## config.mk

```make
export PLATFORM = sky130hd
export DESIGN_NAME = key_space_scheduler_flat
export DESIGN_NICKNAME = d
export VERILOG_FILES = /design/src/rtl/key_space_scheduler_pkg.sv /design/src/rtl/key_space_scheduler_if.sv /design/src/rtl/key_space_scheduler_rr_arbiter.sv /design/src/rtl/key_space_scheduler.sv /design/src/flat_wrapper.sv
export SDC_FILE = /design/constraint.sdc
export NUM_CORES = 1
export LEC_CHECK = 0
export CAP_MARGIN = 25
export CORE_ASPECT_RATIO = 0.7
export CORE_UTILIZATION = 40
export DETAILED_ROUTE_END_ITERATION = 8
export DONT_BUFFER_PORTS = 1
export RECOVER_POWER = 25
export SKIP_CTS_REPAIR_TIMING = 1
export SLEW_MARGIN = 20
export SYNTH_ARGS = -nofsm -noshare
export SYNTH_HDL_FRONTEND = slang
export SYNTH_SLANG_ARGS = --single-unit
```

## constraint.sdc

```tcl
create_clock -name clk -period 16.05 [get_ports clk]
set_clock_uncertainty 0.05 [all_clocks]
set_input_delay 2.4075 -clock clk [delete_from_list [all_inputs] [get_ports clk]]
set_output_delay 2.4075 -clock clk [all_outputs]
set_load 0.03 [all_outputs]
```

## src/rtl/key_space_scheduler_pkg.sv

```systemverilog
// Shared types and constants for the RC4 key-space scheduler.
package rc4_pkg;

    typedef enum logic [2:0] {
        ST_IDLE,
        ST_RUN,
        ST_DRAIN,
        ST_FOUND,
        ST_EXHAUSTED
    } sched_state_t;

    localparam int unsigned KEY_WIDTH_DEFAULT = 24;

    localparam int unsigned LED_WIDTH     = 10;
    localparam int unsigned LED_FOUND     = 0;
    localparam int unsigned LED_EXHAUSTED = 1;
    localparam int unsigned LED_BUSY      = 2;

    // Index width for n cores; a single core still needs a 1-bit pointer.
    function automatic int unsigned ptr_width(input int unsigned n);
        return (n > 1) ? $clog2(n) : 1;
    endfunction

endpackage

```

## src/rtl/key_space_scheduler_if.sv

```systemverilog
// Scheduler-to-core handshake bundle: launches, aborts and per-core results.
interface key_space_scheduler_if #(
    parameter int unsigned NUM_CORES = 4,
    parameter int unsigned KEY_WIDTH = 24
) ();

    logic [NUM_CORES-1:0]           core_start;
    logic [NUM_CORES*KEY_WIDTH-1:0] core_key;
    logic [NUM_CORES-1:0]           core_abort;
    logic [NUM_CORES-1:0]           core_done;
    logic [NUM_CORES-1:0]           core_valid;

    modport master (
        output core_start, core_key, core_abort,
        input  core_done, core_valid
    );

    modport slave (
        input  core_start, core_key, core_abort,
        output core_done, core_valid
    );

endinterface

```

## src/rtl/key_space_scheduler_rr_arbiter.sv

```systemverilog
// Combinational round-robin arbiter: first requester at or after ptr wins.
module rr_arbiter
    import rc4_pkg::*;
#(
    parameter int unsigned N  = 4,
    parameter int unsigned PW = ptr_width(N)
) (
    input  logic [N-1:0]  req,
    input  logic [PW-1:0] ptr,
    output logic [N-1:0]  grant,
    output logic [PW-1:0] grant_idx,
    output logic          grant_valid
);

    int unsigned idx;

    always_comb begin
        grant       = '0;
        grant_idx   = '0;
        grant_valid = 1'b0;
        idx         = 0;
        for (int unsigned i = 0; i < N; i++) begin
            idx = (int'(ptr) + i) % N;
            if (!grant_valid && req[idx]) begin
                grant[idx]  = 1'b1;
                grant_idx   = PW'(idx);
                grant_valid = 1'b1;
            end
        end
    end

endmodule

```

## src/rtl/key_space_scheduler.sv

```systemverilog
// Hands RC4 key candidates to parallel cracking cores, tracks in-flight work
// and stops on the first valid decrypt or when the key space runs out.
module key_space_scheduler
    import rc4_pkg::*;
#(
    parameter int unsigned           NUM_CORES = 4,
    parameter int unsigned           KEY_WIDTH = KEY_WIDTH_DEFAULT,
    parameter logic [KEY_WIDTH-1:0]  KEY_LAST  = {KEY_WIDTH{1'b1}}
) (
    input  logic                      clk,
    input  logic                      reset,
    input  logic                      start,
    input  logic                      abort,
    key_space_scheduler_if.master     cores,
    output logic                      busy,
    output logic                      found,
    output logic                      exhausted,
    output logic [KEY_WIDTH-1:0]      found_key,
    output logic [LED_WIDTH-1:0]      LEDR
);

    localparam int unsigned PW = ptr_width(NUM_CORES);
    localparam logic [KEY_WIDTH:0] KEY_LAST_EXT = {1'b0, KEY_LAST};
    localparam logic [KEY_WIDTH:0] KEY_ONE      = 1;

    sched_state_t           state;
    logic [KEY_WIDTH:0]     next_key;
    logic [NUM_CORES-1:0]   in_flight;
    logic [PW-1:0]          rr_ptr;
    logic [KEY_WIDTH-1:0]   key_reg [NUM_CORES];

    logic [NUM_CORES-1:0]   done_hit;
    logic [NUM_CORES-1:0]   valid_hit;
    logic [NUM_CORES-1:0]   grant;
    logic [PW-1:0]          grant_idx;
    logic                   grant_valid;
    logic [PW-1:0]          rr_next;
    logic                   win_any;
    logic [KEY_WIDTH-1:0]   win_key;

    assign done_hit  = cores.core_done & in_flight;
    assign valid_hit = done_hit & cores.core_valid;
    assign rr_next   = (grant_idx == PW'(NUM_CORES - 1)) ? '0 : grant_idx + PW'(1);

    rr_arbiter #(.N(NUM_CORES)) u_arb (
        .req         (~in_flight),
        .ptr         (rr_ptr),
        .grant       (grant),
        .grant_idx   (grant_idx),
        .grant_valid (grant_valid)
    );

    // Same-cycle valid completions resolve to the numerically smallest key.
    always_comb begin
        win_any = 1'b0;
        win_key = '0;
        for (int unsigned i = 0; i < NUM_CORES; i++) begin
            if (valid_hit[i] && (!win_any || key_reg[i] < win_key)) begin
                win_any = 1'b1;
                win_key = key_reg[i];
            end
        end
    end

    always_comb begin
        cores.core_key = '0;
        for (int unsigned i = 0; i < NUM_CORES; i++) begin
            cores.core_key[i*KEY_WIDTH +: KEY_WIDTH] = key_reg[i];
        end
    end

    always_comb begin
        LEDR                = '0;
        LEDR[LED_FOUND]     = found;
        LEDR[LED_EXHAUSTED] = exhausted;
        LEDR[LED_BUSY]      = busy;
    end

    always_ff @(posedge clk or posedge reset) begin
        if (reset) begin
            state            <= ST_IDLE;
            next_key         <= '0;
            in_flight        <= '0;
            rr_ptr           <= '0;
            key_reg          <= '{default: '0};
            cores.core_start <= '0;
            cores.core_abort <= '0;
            busy             <= 1'b0;
            found            <= 1'b0;
            exhausted        <= 1'b0;
            found_key        <= '0;
        end else begin
            cores.core_start <= '0;
            cores.core_abort <= '0;
            case (state)
                ST_IDLE, ST_FOUND, ST_EXHAUSTED: begin
                    // Key 0 launches on the start edge itself; in_flight is empty here.
                    if (start) begin
                        found               <= 1'b0;
                        exhausted           <= 1'b0;
                        found_key           <= '0;
                        busy                <= 1'b1;
                        cores.core_start    <= grant;
                        key_reg[grant_idx]  <= '0;
                        in_flight           <= grant;
                        next_key            <= KEY_ONE;
                        rr_ptr              <= rr_next;
                        state               <= (KEY_LAST_EXT == '0) ? ST_DRAIN : ST_RUN;
                    end
                end
                ST_RUN, ST_DRAIN: begin
                    if (abort) begin
                        cores.core_abort <= in_flight & ~done_hit;
                        in_flight        <= '0;
                        busy             <= 1'b0;
                        state            <= ST_IDLE;
                    end else if (win_any) begin
                        found            <= 1'b1;
                        found_key        <= win_key;
                        cores.core_abort <= in_flight & ~done_hit;
                        in_flight        <= '0;
                        busy             <= 1'b0;
                        state            <= ST_FOUND;
                    end else if (state == ST_DRAIN) begin
                        in_flight <= in_flight & ~done_hit;
                        if (in_flight == '0) begin
                            exhausted <= 1'b1;
                            busy      <= 1'b0;
                            state     <= ST_EXHAUSTED;
                        end
                    end else if (grant_valid) begin
                        cores.core_start   <= grant;
                        key_reg[grant_idx] <= next_key[KEY_WIDTH-1:0];
                        in_flight          <= (in_flight & ~done_hit) | grant;
                        next_key           <= next_key + KEY_ONE;
                        rr_ptr             <= rr_next;
                        if (next_key >= KEY_LAST_EXT) begin
                            state <= ST_DRAIN;
                        end
                    end else begin
                        in_flight <= in_flight & ~done_hit;
                    end
                end
                default: state <= ST_IDLE;
            endcase
        end
    end

endmodule

```

## src/flat_wrapper.sv

```systemverilog
// flat-port wrapper written by rule: the top's interface ports become plain ports
module key_space_scheduler_flat import rc4_pkg::*;
#(
    parameter int unsigned           NUM_CORES = 4,
    parameter int unsigned           KEY_WIDTH = KEY_WIDTH_DEFAULT,
    parameter logic [KEY_WIDTH-1:0]  KEY_LAST  = {KEY_WIDTH{1'b1}}
)
  (clk, reset, start, abort, busy, found, exhausted, found_key, LEDR, cores_core_start, cores_core_key, cores_core_abort, cores_core_done, cores_core_valid);
  key_space_scheduler_if #(.NUM_CORES(NUM_CORES), .KEY_WIDTH(KEY_WIDTH)) cores_i ();
  input  logic clk;
  input  logic reset;
  input  logic start;
  input  logic abort;
  output logic busy;
  output logic found;
  output logic exhausted;
  output logic [KEY_WIDTH-1:0] found_key;
  output logic [LED_WIDTH-1:0] LEDR;
  output wire logic [$bits(cores_i.core_start)-1:0] cores_core_start;
  output wire logic [$bits(cores_i.core_key)-1:0] cores_core_key;
  output wire logic [$bits(cores_i.core_abort)-1:0] cores_core_abort;
  input wire logic [$bits(cores_i.core_done)-1:0] cores_core_done;
  input wire logic [$bits(cores_i.core_valid)-1:0] cores_core_valid;
  assign cores_core_start = cores_i.core_start;
  assign cores_core_key = cores_i.core_key;
  assign cores_core_abort = cores_i.core_abort;
  assign cores_i.core_done = cores_core_done;
  assign cores_i.core_valid = cores_core_valid;
  key_space_scheduler #(.NUM_CORES(NUM_CORES), .KEY_WIDTH(KEY_WIDTH), .KEY_LAST(KEY_LAST)) u_core (.clk(clk), .reset(reset), .start(start), .abort(abort), .cores(cores_i), .busy(busy), .found(found), .exhausted(exhausted), .found_key(found_key), .LEDR(LEDR));
endmodule
```

== Yosys cells after proc, flatten, opt, wreduce, memory -nomap -nowiden ==
Cells that the tools add are included.
W data, S select, Z words.

* Bits in registers: 165
* Logic and storage cells: 194
* Input bits: 12
* Output and inout bits: 141

* Add/sub/neg operators: 5
* Multiplexer cells: 100
* Bitwise logic cells: 12
* Magnitude comparators: 14
* Eq/ne operators: 18
* Reduce and logical (&&, ||, !) cells: 31

{| class="wikitable"
|+ Operators with widths
! operator !! number
|-
| $mux W96 || 5
|-
| $mux W24 || 8
|-
| $pmux W96 S2 || 1
|-
| $mux W25 || 5
|-
| $and A96 B96 Y96 || 1
|-
| $bwmux W96 || 1
|-
| $not A96 Y96 || 1
|-
| $lt A24 B24 Y1 || 3
|-
| $mux W4 || 17
|-
| $pmux W25 S2 || 1
|-
| $demux W24 S2 || 1
|-
| $pmux W24 S2 || 1
|-
| $mux W1 || 28
|-
| $add A25 B1 Y25 const B || 1
|-
| $ge A25 B24 Y1 const B || 1
|-
| $mux W3 || 7
|-
| $mux W2 || 10
|-
| $or A4 B4 Y4 || 4
|-
| $pmux W4 S2 || 2
|-
| $and A4 B4 Y4 || 3
|-
| $lt A2 B3 Y1 const B || 4
|-
| $reduce_and A4 Y1 || 3
|-
| $reduce_and A6 Y1 || 2
|-
| $logic_and A1 B1 Y1 || 11
|-
| other kinds (29) || 59
|}

== Longest topological paths before layout ==
Gate-level depths: netlist (run 1).

* Word-level depth: 24
* Depth in mapped cells: 35
* Gate-level depth less buffers: 28

== Hierarchy ==
A second synthesis (run 1) with hierarchy kept.

* Cell total of the unflattened synthesis: 1060
* Area, all modules: 9833.2 sq um

{| class="wikitable"
|+ By module, submodules not included
! module !! sequential area each (sq um) !! cells each !! times used !! area an instance (sq um)
|-
| key_space_scheduler || 4129.0 || 1015 || 1 || 9414.0
|-
| rr_arbiter || 0.0 || 45 || 1 || 419.2
|}

== Worst setup path after synthesis (run 1) ==
No wires, ideal clock.

* Path kind: input -> register
* From: input port cores_core_valid[0]
* To: register u_core.found_key[9]
* Setup time: 0.141 ns
* Stages on the path: 34
* Buffers on the path: 7
* Required time: 15.859 ns
* Setup slack: 6.775 ns
* Arrival: 9.085 ns
* Cells stage by stage: and3_1 -> buf_4 -> clkbuf_1 -> nand2_1 -> ha_1 -> nand4_1 -> nor4_1 -> o31ai_2 -> and3_1 -> o21a_1 -> buf_2 -> buf_2 -> a21oi_1 -> ha_1 -> a211oi_1 -> o22ai_1 -> o311ai_0 -> a21o_1 -> o211ai_1 -> nor2b_1 -> buf_6 -> clkbuf_1 -> mux2_2 -> ha_1 -> a21o_1 -> a21o_1 -> a21oi_1 -> o21a_1 -> o21ai_0 -> a211o_1 -> a2111oi_4 -> or2_4 -> buf_4 -> o311ai_1

* Cells in the longest elaborated chain, start to end: 17
* Elaborated cells on any way between the ends: 26
* Classes of those cells: order compare (3); eq/ne (1); mux (11); bitwise (1); reduce/logical (10)

{| class="wikitable"
|+ RTL lines
! element !! RTL line !! RTL
|-
| from (decl) || flat_wrapper.sv:23 || <nowiki>input wire logic [$bits(cores_i.core_valid)-1:0] cores_core_valid;</nowiki>
|-
| $and A4 B4 Y4 * || key_space_scheduler.sv:42 || <nowiki>assign valid_hit = done_hit & cores.core_valid;</nowiki>
|-
| $mux W24 / $mux W1 (equally long branches) || key_space_scheduler.sv:58 || <nowiki>if (valid_hit[i] && (!win_any || key_reg[i] < win_key)) begin</nowiki>
|-
| $lt A24 B24 Y1 / $logic_not A1 Y1 (equally long branches) || key_space_scheduler.sv:58 ||
|-
| $logic_or A1 B1 Y1 || key_space_scheduler.sv:58 ||
|-
| $logic_and A1 B1 Y1 || key_space_scheduler.sv:58 ||
|-
| $mux W24 / $mux W1 (equally long branches) || key_space_scheduler.sv:58 ||
|-
| $lt A24 B24 Y1 / $logic_not A1 Y1 (equally long branches) || key_space_scheduler.sv:58 ||
|-
| $logic_or A1 B1 Y1 || key_space_scheduler.sv:58 ||
|-
| $logic_and A1 B1 Y1 || key_space_scheduler.sv:58 ||
|-
| $mux W24 / $mux W1 (equally long branches) || key_space_scheduler.sv:58 ||
|-
| $lt A24 B24 Y1 / $logic_not A1 Y1 (equally long branches) || key_space_scheduler.sv:58 ||
|-
| $logic_or A1 B1 Y1 || key_space_scheduler.sv:58 ||
|-
| $logic_and A1 B1 Y1 || key_space_scheduler.sv:58 ||
|-
| $mux W24 || key_space_scheduler.sv:58 ||
|-
| $mux W24 || key_space_scheduler.sv:117 || <nowiki>end else if (win_any) begin</nowiki>
|-
| $mux W24 || key_space_scheduler.sv:112 || <nowiki>if (abort) begin</nowiki>
|-
| $pmux W24 S2 || key_space_scheduler.sv:95 || <nowiki>case (state)</nowiki>
|-
| to (signal assigned) || key_space_scheduler.sv:119 || <nowiki>found_key <= win_key;</nowiki>
|-
| to (decl) || key_space_scheduler.sv:18 || <nowiki>output logic [KEY_WIDTH-1:0] found_key,</nowiki>
|}

Every way passes the cells marked *; elsewhere a longest branch is shown, timed or not. The select of a mux whose other input is x is not followed.
A chain may end at the register's enable or synchronous reset.

== Worst setup path in the final report (run 1) ==
* From: input port cores_core_valid[0]
* To: register u_core.found_key[19]

Same word-level chain as after synthesis.

==> results of run 1 <==
-- synth_stat cells (3+ instances only) --
master	count
a31oi_1	3
o211ai_1	29
or3_1	3
o21a_1	8
inv_1	36
and2_1	3
nand3_1	12
nor3_1	9
nor3b_1	5
o21ai_0	128
ha_1	78
a211o_1	3
o22ai_1	5
a22oi_1	5
nand2_1	218
nor2_1	79
o311ai_1	20
mux2_2	26
dfrtp_1	165
buf_1	4
a211oi_1	4
a21o_1	10
buf_4	13
nor4_1	6
a21oi_1	58
xor2_1	15
nand2b_1	14
o41ai_1	3
nor2b_1	9
and3_1	11
a221oi_1	7
xnor2_1	7
nand4_1	21
clkbuf_1	49
o311ai_0	4
buf_2	7
-- how the worst max path moves through the flow --
| stage | start | end | slack [ns] | cells past startpoint |
|---|---|---|---|---|
| CTS | cores_core_valid[0] | u_core.found_key[20] | 5.72 | 31 |
| global route | cores_core_valid[0] | u_core.found_key[20] | 5.35 | 32 |
| floorplan | cores_core_valid[0] | u_core.found_key[9] | 6.77 | 34 |
| finish | cores_core_valid[0] | u_core.found_key[19] | 5.98 | 32 |
| detailed placement | cores_core_valid[0] | u_core.found_key[19] | 5.27 | 30 |
| global placement | cores_core_valid[0] | u_core.found_key[19] | 5.42 | 30 |
-- sequential cells by signal, summed over array words and instances (netlist names) --
| signal | cells |
|---|---|
| u_core.found | 1 |
| u_core.found_key | 24 |
| u_core.in_flight | 4 |
| u_core.rr_ptr | 2 |
| u_core.state | 3 |
| u_core.busy | 1 |
| u_core.cores.core_abort | 4 |
| u_core.next_key | 25 |
| u_core.cores.core_key | 96 |
| u_core.cores.core_start | 4 |
| u_core.exhausted | 1 |
-- stage by stage --
stage	std cells	cell area, um^2	utilization (%)	worst slack [ns]
4_1_cts	1405	10550	44.31	5.723
3_5_place_dp	1373	9972	41.87	5.269
6_report	1406	10550	44.31	5.976
5_1_grt	1406	10550	44.31	5.351
2_1_floorplan	1115	9794	-	6.775
3_3_place_gp	1373	9972	41.87	5.418
-- logic make-up (layout without fill, tap and decap cells) --
logic type	count (synthesis)	in the layout	share of synthesized area, %
compound gates	303	303	19.33
xor+xnor	22	22	1.972
fa+ha+maj	78	78	9.987
buf+inv	110	83	4.891
flops	165	165	42.25
mux	29	29	3.431
other cells	1	7	0.03838
simple gates	401	401	18.09
-- power groups by stage --
stage | sequential, mW | clock, mW | combinational [mW]
floorplan | 0.522 | 0 | 0.356
global placement | 0.563 | 0 | 0.416
detailed placement | 0.563 | 0 | 0.423
CTS | 0.556 | 0.414 | 0.425
global route | 0.565 | 0.426 | 0.482
finish | 0.556 | 0.404 | 0.430
-- worst min-delay path, delay by kind of cell, from the launching register on --
kind	cells	cell delay [ns]
XOR/XNOR	1	0.08
flip-flops	1	0.37
AND/OR/NAND/NOR	1	0.08
-- layout make-up --
type,count,share of cell area [%]
sequential,165,39.12
clock inverter,10,0.9247
clock buffer,22,4.588
tap,318,3.770
timing repair buffer,15,1.031
inverter,36,1.292
multi-input combinational,840,49.27
-- routing by layer --
metal	up-vias	GRT usage, %
li1	3873	-
met1	3757	33.89
met2	240	31.80
met3	24	7.056
met4	0	6.093
met5	-	0
==> impl_metrics.toml, run 1 <==
[power_and_ir_drop]
total_power_mw = 1.390
power_frac_clock_pct = 29.1
p_per_area_mw_per_mm2 = 131.7
p_int_mw = 0.8056
peakVddDrop_v = 0.00008341
p_sw_share_pct = 42.04
comb_power_share_pct = 30.9
p_leak_nw = 4.598
p_sw_mw = 0.5843
seqPwrFrac_pct = 40.0

[worst_setup_path]
crit_buf_inv = 4
r2r-start = "u_core.in_flight[0]"
rr_worst_depth = 32
end_kind = "flip-flop"
rr_endpoint = "u_core.found_key[19]"
path_delay_family = "compound AO/OA/AOI/OAI gates"
rrSetupSlack_ns = 7.26
cp_slowest_stage_delay_ns = 0.50
worstPathRequired_ns = 16.27
cp.arrival_ns = 10.29
startpoint_type = "input pin"
worstSetupPathType = "input pin to flip-flop"
cp_max_fo = 41
critPathSlowestCell = "and3_1"

[logic_synthesis]
syn_inst = 1109
synth_area_mm2 = 0.009772
ys_seq_area_share_pct = 42.25
yosysTopAreaCell = "dfrtp_1"
ys_seq_elements = 165
yosys-top-cells-area = "dfrtp_1 42%, ha_1 10%, nand2_1 8.4%, o21ai_0 6.6%, nor2_1 3.0%"
synthArstFlopShare_pct = 100.0
synthFlopType = "dfrtp_1"
synth_edf_count = 0
avgSynthCellArea_um2 = 8.811
synth_top_area_share_pct = 42.25
yosysWarnings = 0
yosysUniqueCellTypes = 60

[layout]
final_layout_size_suffix_gt1_share_pct = 7.629
seqCellArea_mm2 = 0.004129
num-fill-cells = 2326
multiInputGateArea_mm2 = 0.005200
layout_commonest_cell = "nand2_1"
layout_common_cells = "218 x nand2_1, 165 x dfrtp_1, 128 x o21ai_0"
num-nets-final = 1165
diodes = 0
syn_to_final_growth_pct = 8.003

[floorplanning]
initial_core_util_pct = 41.03
die_area_mm2 = 0.02507
core-area_mm2 = 0.02382
die_width_um = 188.8
die_y_um = 132.8
rows = 47
ios = 153

[detailed_routing]
viasPerCell = 5.615
top_layer = "met4"
routed-wl-met2_um = 11490
wirelength_met1_um = 13540
drt-pass1-iter-count = 5
drc = 0
wl_met3_um = 2278
drt_wl_total_um = 27720
final_antenna_net_count = 0
dr.first_iter.drc_count = 715
via_count = 7894
wire_per_inst_um = 19.71

[grt]
track_usage_pct = 22.87
grt_pass1_vias = 7283
antenna_found_initial = 0
grt_max_degree = 59
grt_pass1_wl_um = 44040
overflow = 0

[timing]
hold_viol = 0
fin_crit_ns = 10.07
worst_pin_slew_ns = 3.049
period_share_pct = 62.76
hold-worst-slack_ns = 0.5074
maxSlewHeadroom_pct = -103.3
final.setup.tns_ns = 0
setup_viol = 0
clock.fmax_mhz = 99.27
drv_slew = 170
rsz0062_at_grt = "no"

[placed_design]
place.gp.congestion = 0.8774
place_hpwl_um = 21450
port_buffers = 0

[min_path]
hold_path.class = "flip-flop to flip-flop"
worstHoldStart = "u_core.next_key[24]"
holdPathEnd = "u_core.next_key[24]"
whs_path_depth = 2

[clock_network]
cts_buffers = 17
cts.clk_slew.worst_paths_ns = 0.07
h-tree-depth = 4
clkLatencyLatePin_ns = 0.44
clk_path_buf_depth = 2
cts_tree = "built"
cts_root_buf = "clkbuf_16"
clock-sinks = 165

[flow_run]
max-cap-violations = 3

[run_status]
violations = "max-capacitance violations, max-slew violations"
status = "complete, but fails checks"
Note: power is estimated with default switching activity, not from simulation.
==> run 2, diff against run 1 <==
==> constraint.sdc (replaced) <==
create_clock -name clk -period 8.6 [get_ports clk]
set_clock_uncertainty 0.05 [all_clocks]
set_input_delay 1.29 -clock clk [delete_from_list [all_inputs] [get_ports clk]]
set_output_delay 1.29 -clock clk [all_outputs]
set_load 0.03 [all_outputs]
==> run 2 against run 1 <==
Effect of this change: clock-buffer cell count grew 2; combinational power grew 86%; die area is the same; sequential cell count is the same; the run still ends with max-capacitance violations, max-slew violations left; first-iteration DRC count grew 2.2%; critical path type unchanged; clock power grew 86%; critical path depth grew 1; register-to-register slack lost 6.7 ns; cell area grew 0.62%; sequential share of layout area shrank 0.24 points.
==> impl_metrics.toml, run 2 (synthesis gave the netlist of run 1 again) <==
[layout]
final_cell_count_no_fill = 1411
final_area_mm2 = 0.01062
num-fill-cells = 2337
final_layout_size_suffix_gt1_share_pct = 8.051
num-nets-final = 1171
largest_reg_flops = 96
syn_to_final_growth_pct = 8.668
diodes = 0
layout_commonest_cell = "nand2_1"
final_util_pct = 44.59
layout_common_cells = "218 x nand2_1, 165 x dfrtp_1, 128 x o21ai_0"

[worst_setup_path]
startpoint_type = "input pin"
end_kind = "flip-flop"
worstPathRequired_ns = 8.86
critPathSlowestCell = "a221oi_1"
cp_slowest_stage_delay_ns = 0.45
cp_max_fo = 28
rrSetupSlack_ns = 0.58
rr_endpoint = "u_core.found_key[3]"
rr_worst_depth = 33
cp.arrival_ns = 8.48
r2r-start = "u_core.in_flight[0]"
path_delay_family = "compound AO/OA/AOI/OAI gates"
worstSetupPathType = "input pin to flip-flop"
path_common_cell = "buf_4"
crit_buf_inv = 5

[run_status]
status = "complete, but fails checks"
violations = "max-capacitance violations, max-slew violations"

[grt]
grt_pass1_wl_um = 44580
overflow = 0
track_usage_pct = 23.23
antenna_found_initial = 0
grt_max_degree = 74
grt_pass1_vias = 7398

[power_and_ir_drop]
p_per_area_mw_per_mm2 = 243.6
peakVddDrop_v = 0.0001459
comb_power_share_pct = 31.0
power_frac_clock_pct = 29.0
p_sw_mw = 1.082
p_sw_share_pct = 41.85
total_power_mw = 2.586
p_leak_nw = 4.618
p_int_mw = 1.504
seqPwrFrac_pct = 40.1

[timing]
rsz0062_at_grt = "no"
maxSlewHeadroom_pct = -118.6
final.setup.tns_ns = 0
clock.fmax_mhz = 121.7
hold_viol = 0
drv_slew = 121
setup_viol = 0
layout_setup_ws_ns = 0.3806
fin_crit_ns = 8.219
hold-worst-slack_ns = 0.5052
period_share_pct = 95.57
worst_pin_slew_ns = 3.261

[detailed_routing]
dr.first_iter.drc_count = 731
final_antenna_net_count = 0
wire_per_inst_um = 19.99
via_count = 7987
drt_wl_total_um = 28200
drc = 0
viasPerCell = 5.661
drt-pass1-iter-count = 5

[placed_design]
pre_cts_ws_ns = -0.02166
place.gp.congestion = 0.8755
port_buffers = 0
place_area_mm2 = 0.01004
place_hpwl_um = 21570
dp_cells = 1379

[floorplanning]
ios = 153
initial_core_util_pct = 41.03
rows = 47
core-area_mm2 = 0.02382
die_area_mm2 = 0.02507
die_width_um = 188.8
die_y_um = 132.8

[clock_network]
cts_buffers = 17
clock-sinks = 165
cts.clk_slew.worst_paths_ns = 0.07
h-tree-depth = 4
clkLatencyLatePin_ns = 0.43
clk_path_buf_depth = 2
cts_root_buf = "clkbuf_16"
cts_tree = "built"

[min_path]
whs_path_depth = 2
worstHoldStart = "u_core.next_key[24]"
holdPathEnd = "u_core.next_key[24]"
hold_path.class = "flip-flop to flip-flop"

[flow_run]
max-cap-violations = 2
==> run 2: cell types whose count changed in the layout (fill, tap and decap cells not counted), moves of 2 or more <==
| cell | delta |
|---|---|
| clkinv_4 | -3 |
| buf_4 | +5 |
| clkinvlp_4 | +2 |
| buf_12 | +2 |
==> run 2: tightest hold or removal path: stages (launching register included) <==
cell,delay [ns]
dfrtp_1,0.37
xnor2_1,0.08
nor2_1,0.07
==> run 2: worst max-delay path by stage <==
stage	endpoint	slack, ns	startpoint	cells after the start
4_1_cts	u_core.found_key[3]	0.37	cores_core_valid[0]	33
3_3_place_gp	u_core.found_key[19]	0.22	cores_core_valid[0]	33
3_5_place_dp	u_core.found_key[3]	-0.02	cores_core_valid[0]	33
5_1_grt	u_core.found_key[17]	0.0005	cores_core_valid[0]	33
6_report	u_core.found_key[3]	0.38	cores_core_valid[0]	33
2_1_floorplan	u_core.found_key[9]	0.44	cores_core_valid[0]	34
==> run 2: per-layer routing <==
layer	routed length, um	GRT usage (%)
met5	0	0
met4	350	5.376
met3	2395	7.321
met2	11920	33.25
met1	13530	33.84
==> run 2: cell type report <==
| class | instances | area, um^2 | share of cell area (%) |
|---|---|---|---|
| clock inverter | 7 | 72.57 | 0.6834 |
| multi-input combinational | 840 | 5205 | 49.02 |
| sequential | 165 | 4129 | 38.88 |
| inverter | 36 | 136.4 | 1.284 |
| tap | 318 | 397.9 | 3.747 |
| clock buffer | 24 | 491.7 | 4.631 |
| timing repair buffer | 21 | 186.4 | 1.756 |
==> run 2: power groups by stage <==
stage	clock network (mW)	logic (mW)	registers (mW)
finish	0.750	0.801	1.04
global route	0.796	0.895	1.05
CTS	0.758	0.795	1.04
detailed placement	0	0.792	1.05
global placement	0	0.778	1.05
floorplan	0	0.665	0.975
==> run 3, diff against run 2 <==
==> constraint.sdc (replaced) <==
create_clock -name clk -period 9.5 [get_ports clk]
set_clock_uncertainty 0.05 [all_clocks]
set_input_delay 1.425 -clock clk [delete_from_list [all_inputs] [get_ports clk]]
set_output_delay 1.425 -clock clk [all_outputs]
set_load 0.03 [all_outputs]
==> run 3 against run 2 <==
Effect of this change: the flow still finishes with violations (max-capacitance violations, max-slew violations); clock-buffer cell count fell by 4; first-iteration DRC count rose by 4.8%; register-to-register slack improved by 0.46 ns; utilization increased by 0.052 points; setup slack gained 0.35 ns; sequential share of layout area is essentially flat; clock power increased by 2%; non-clock buffer count shrank 4; via count increased by 0.35%; sequential cell count stayed put; die area is the same.
==> impl_metrics.toml, run 3 (synthesis gave the netlist of run 1 again) <==
[timing]
clock.fmax_mhz = 114.1
final.setup.tns_ns = 0
period_share_pct = 92.28
setup_viol = 0
fin_crit_ns = 8.767
worst_pin_slew_ns = 3.433
maxSlewHeadroom_pct = -128.9
hold-worst-slack_ns = 0.5049
drv_slew = 116
layout_setup_ws_ns = 0.7330
hold_viol = 0
rsz0062_at_grt = "no"

[worst_setup_path]
cp_slowest_stage_delay_ns = 0.49
path_common_cell = "buf_4"
critPathSlowestCell = "a221oi_1"
cp.arrival_ns = 9.04
worstPathRequired_ns = 9.77
end_kind = "flip-flop"
path_delay_family = "compound AO/OA/AOI/OAI gates"
cp_max_fo = 28
crit_buf_inv = 4
worstSetupPathType = "input pin to flip-flop"
startpoint_type = "input pin"

[min_path]
hold_path.class = "flip-flop to flip-flop"

[grt]
antenna_found_initial = 0
grt_pass1_wl_um = 44680
overflow = 0
grt_pass1_vias = 7514
track_usage_pct = 23.17
grt_max_degree = 63

[floorplanning]
die_y_um = 132.8
ios = 153
die_area_mm2 = 0.02507
rows = 47
core-area_mm2 = 0.02382
initial_core_util_pct = 41.03
die_width_um = 188.8

[layout]
largest_reg_flops = 96
diodes = 0
num-nets-final = 1167
final_area_mm2 = 0.01063
layout_commonest_cell = "nand2_1"
num-fill-cells = 2322
syn_to_final_growth_pct = 8.796
layout_common_cells = "218 x nand2_1, 165 x dfrtp_1, 128 x o21ai_0"
final_layout_size_suffix_gt1_share_pct = 7.798
final_cell_count_no_fill = 1408

[clock_network]
clk_path_buf_depth = 2
cts_root_buf = "clkbuf_16"
cts_buffers = 17
cts_tree = "built"
h-tree-depth = 4
cts.clk_slew.worst_paths_ns = 0.07
clkLatencyLatePin_ns = 0.44
clock-sinks = 165

[run_status]
violations = "max-capacitance violations, max-slew violations"
status = "complete, but fails checks"

[power_and_ir_drop]
peakVddDrop_v = 0.0001475
p_per_area_mw_per_mm2 = 229.6
p_leak_nw = 4.643

[detailed_routing]
viasPerCell = 5.692
dr.first_iter.drc_count = 766
via_count = 8015
final_antenna_net_count = 0
drt_wl_total_um = 28220
drt-pass1-iter-count = 5
wire_per_inst_um = 20.04
drc = 0

[placed_design]
place_area_mm2 = 0.009987
port_buffers = 0
place.gp.congestion = 0.8848
place_hpwl_um = 21460
pre_cts_ws_ns = 0.1450
dp_cells = 1375

[flow_run]
max-cap-violations = 2
## run 3: area by class of cell
type | count | area (um^2) | area share [%]
clock buffers | 20 | 436.7 | 4.107
clock inverters | 12 | 202.7 | 1.907
inverters | 36 | 136.4 | 1.283
multi-input cells | 840 | 5201 | 48.92
flip-flops and latches | 165 | 4129 | 38.84
well taps | 318 | 397.9 | 3.743
repair buffers | 17 | 127.6 | 1.200
## run 3: layer usage
metal / vias to the layer above / global-route usage, % / wire (um)
li1: 3869 / - / -
met1: 3874 / 33.05 / 13370
met2: 246 / 33.50 / 12040
met3: 26 / 7.533 / 2407
met4: 0 / 6.138 / 404
met5: - / 0 / 0
## run 3: metrics by stage
step | util (%) | power (mW)
floorplan | - | 1.484
global placement | 41.93 | 1.657
detailed placement | 41.93 | 1.668
CTS | 44.62 | 2.438
global route | 44.64 | 2.584
finish | 44.64 | 2.441
## run 3: worst paths after layout
| check | slack (ns) | cells after the start | to | startpoint |
|---|---|---|---|---|
| max | 0.73 | 32 | u_core.found_key[20] | cores_core_valid[0] |
| min | 0.50 | 2 | u_core.next_key[24] | u_core.next_key[24] |
| max reg2reg | 1.04 | 32 | u_core.found_key[20] | u_core.in_flight[0] |
| min reg2reg | 0.50 | 2 | u_core.next_key[24] | u_core.next_key[24] |
| max in group asynchronous | 3.69 | 3 | u_core.cores.core_key[75] | reset |
| min in group asynchronous | 1.46 | 1 | u_core.cores.core_key[18] | reset |
## run 3: where the power goes
group          switching (mW)  leakage [nW]  internal, mW
Sequential              0.183          2.28         0.755
Combinational           0.512          2.05         0.223
Clock                   0.300         0.309         0.468
Total                   0.995          4.64          1.45
## run 3: tightest hold or removal path, cell delays in order (launching register included)
cell	delay [ns]
dfrtp_1	0.36
xnor2_1	0.12
nor2_1	0.04
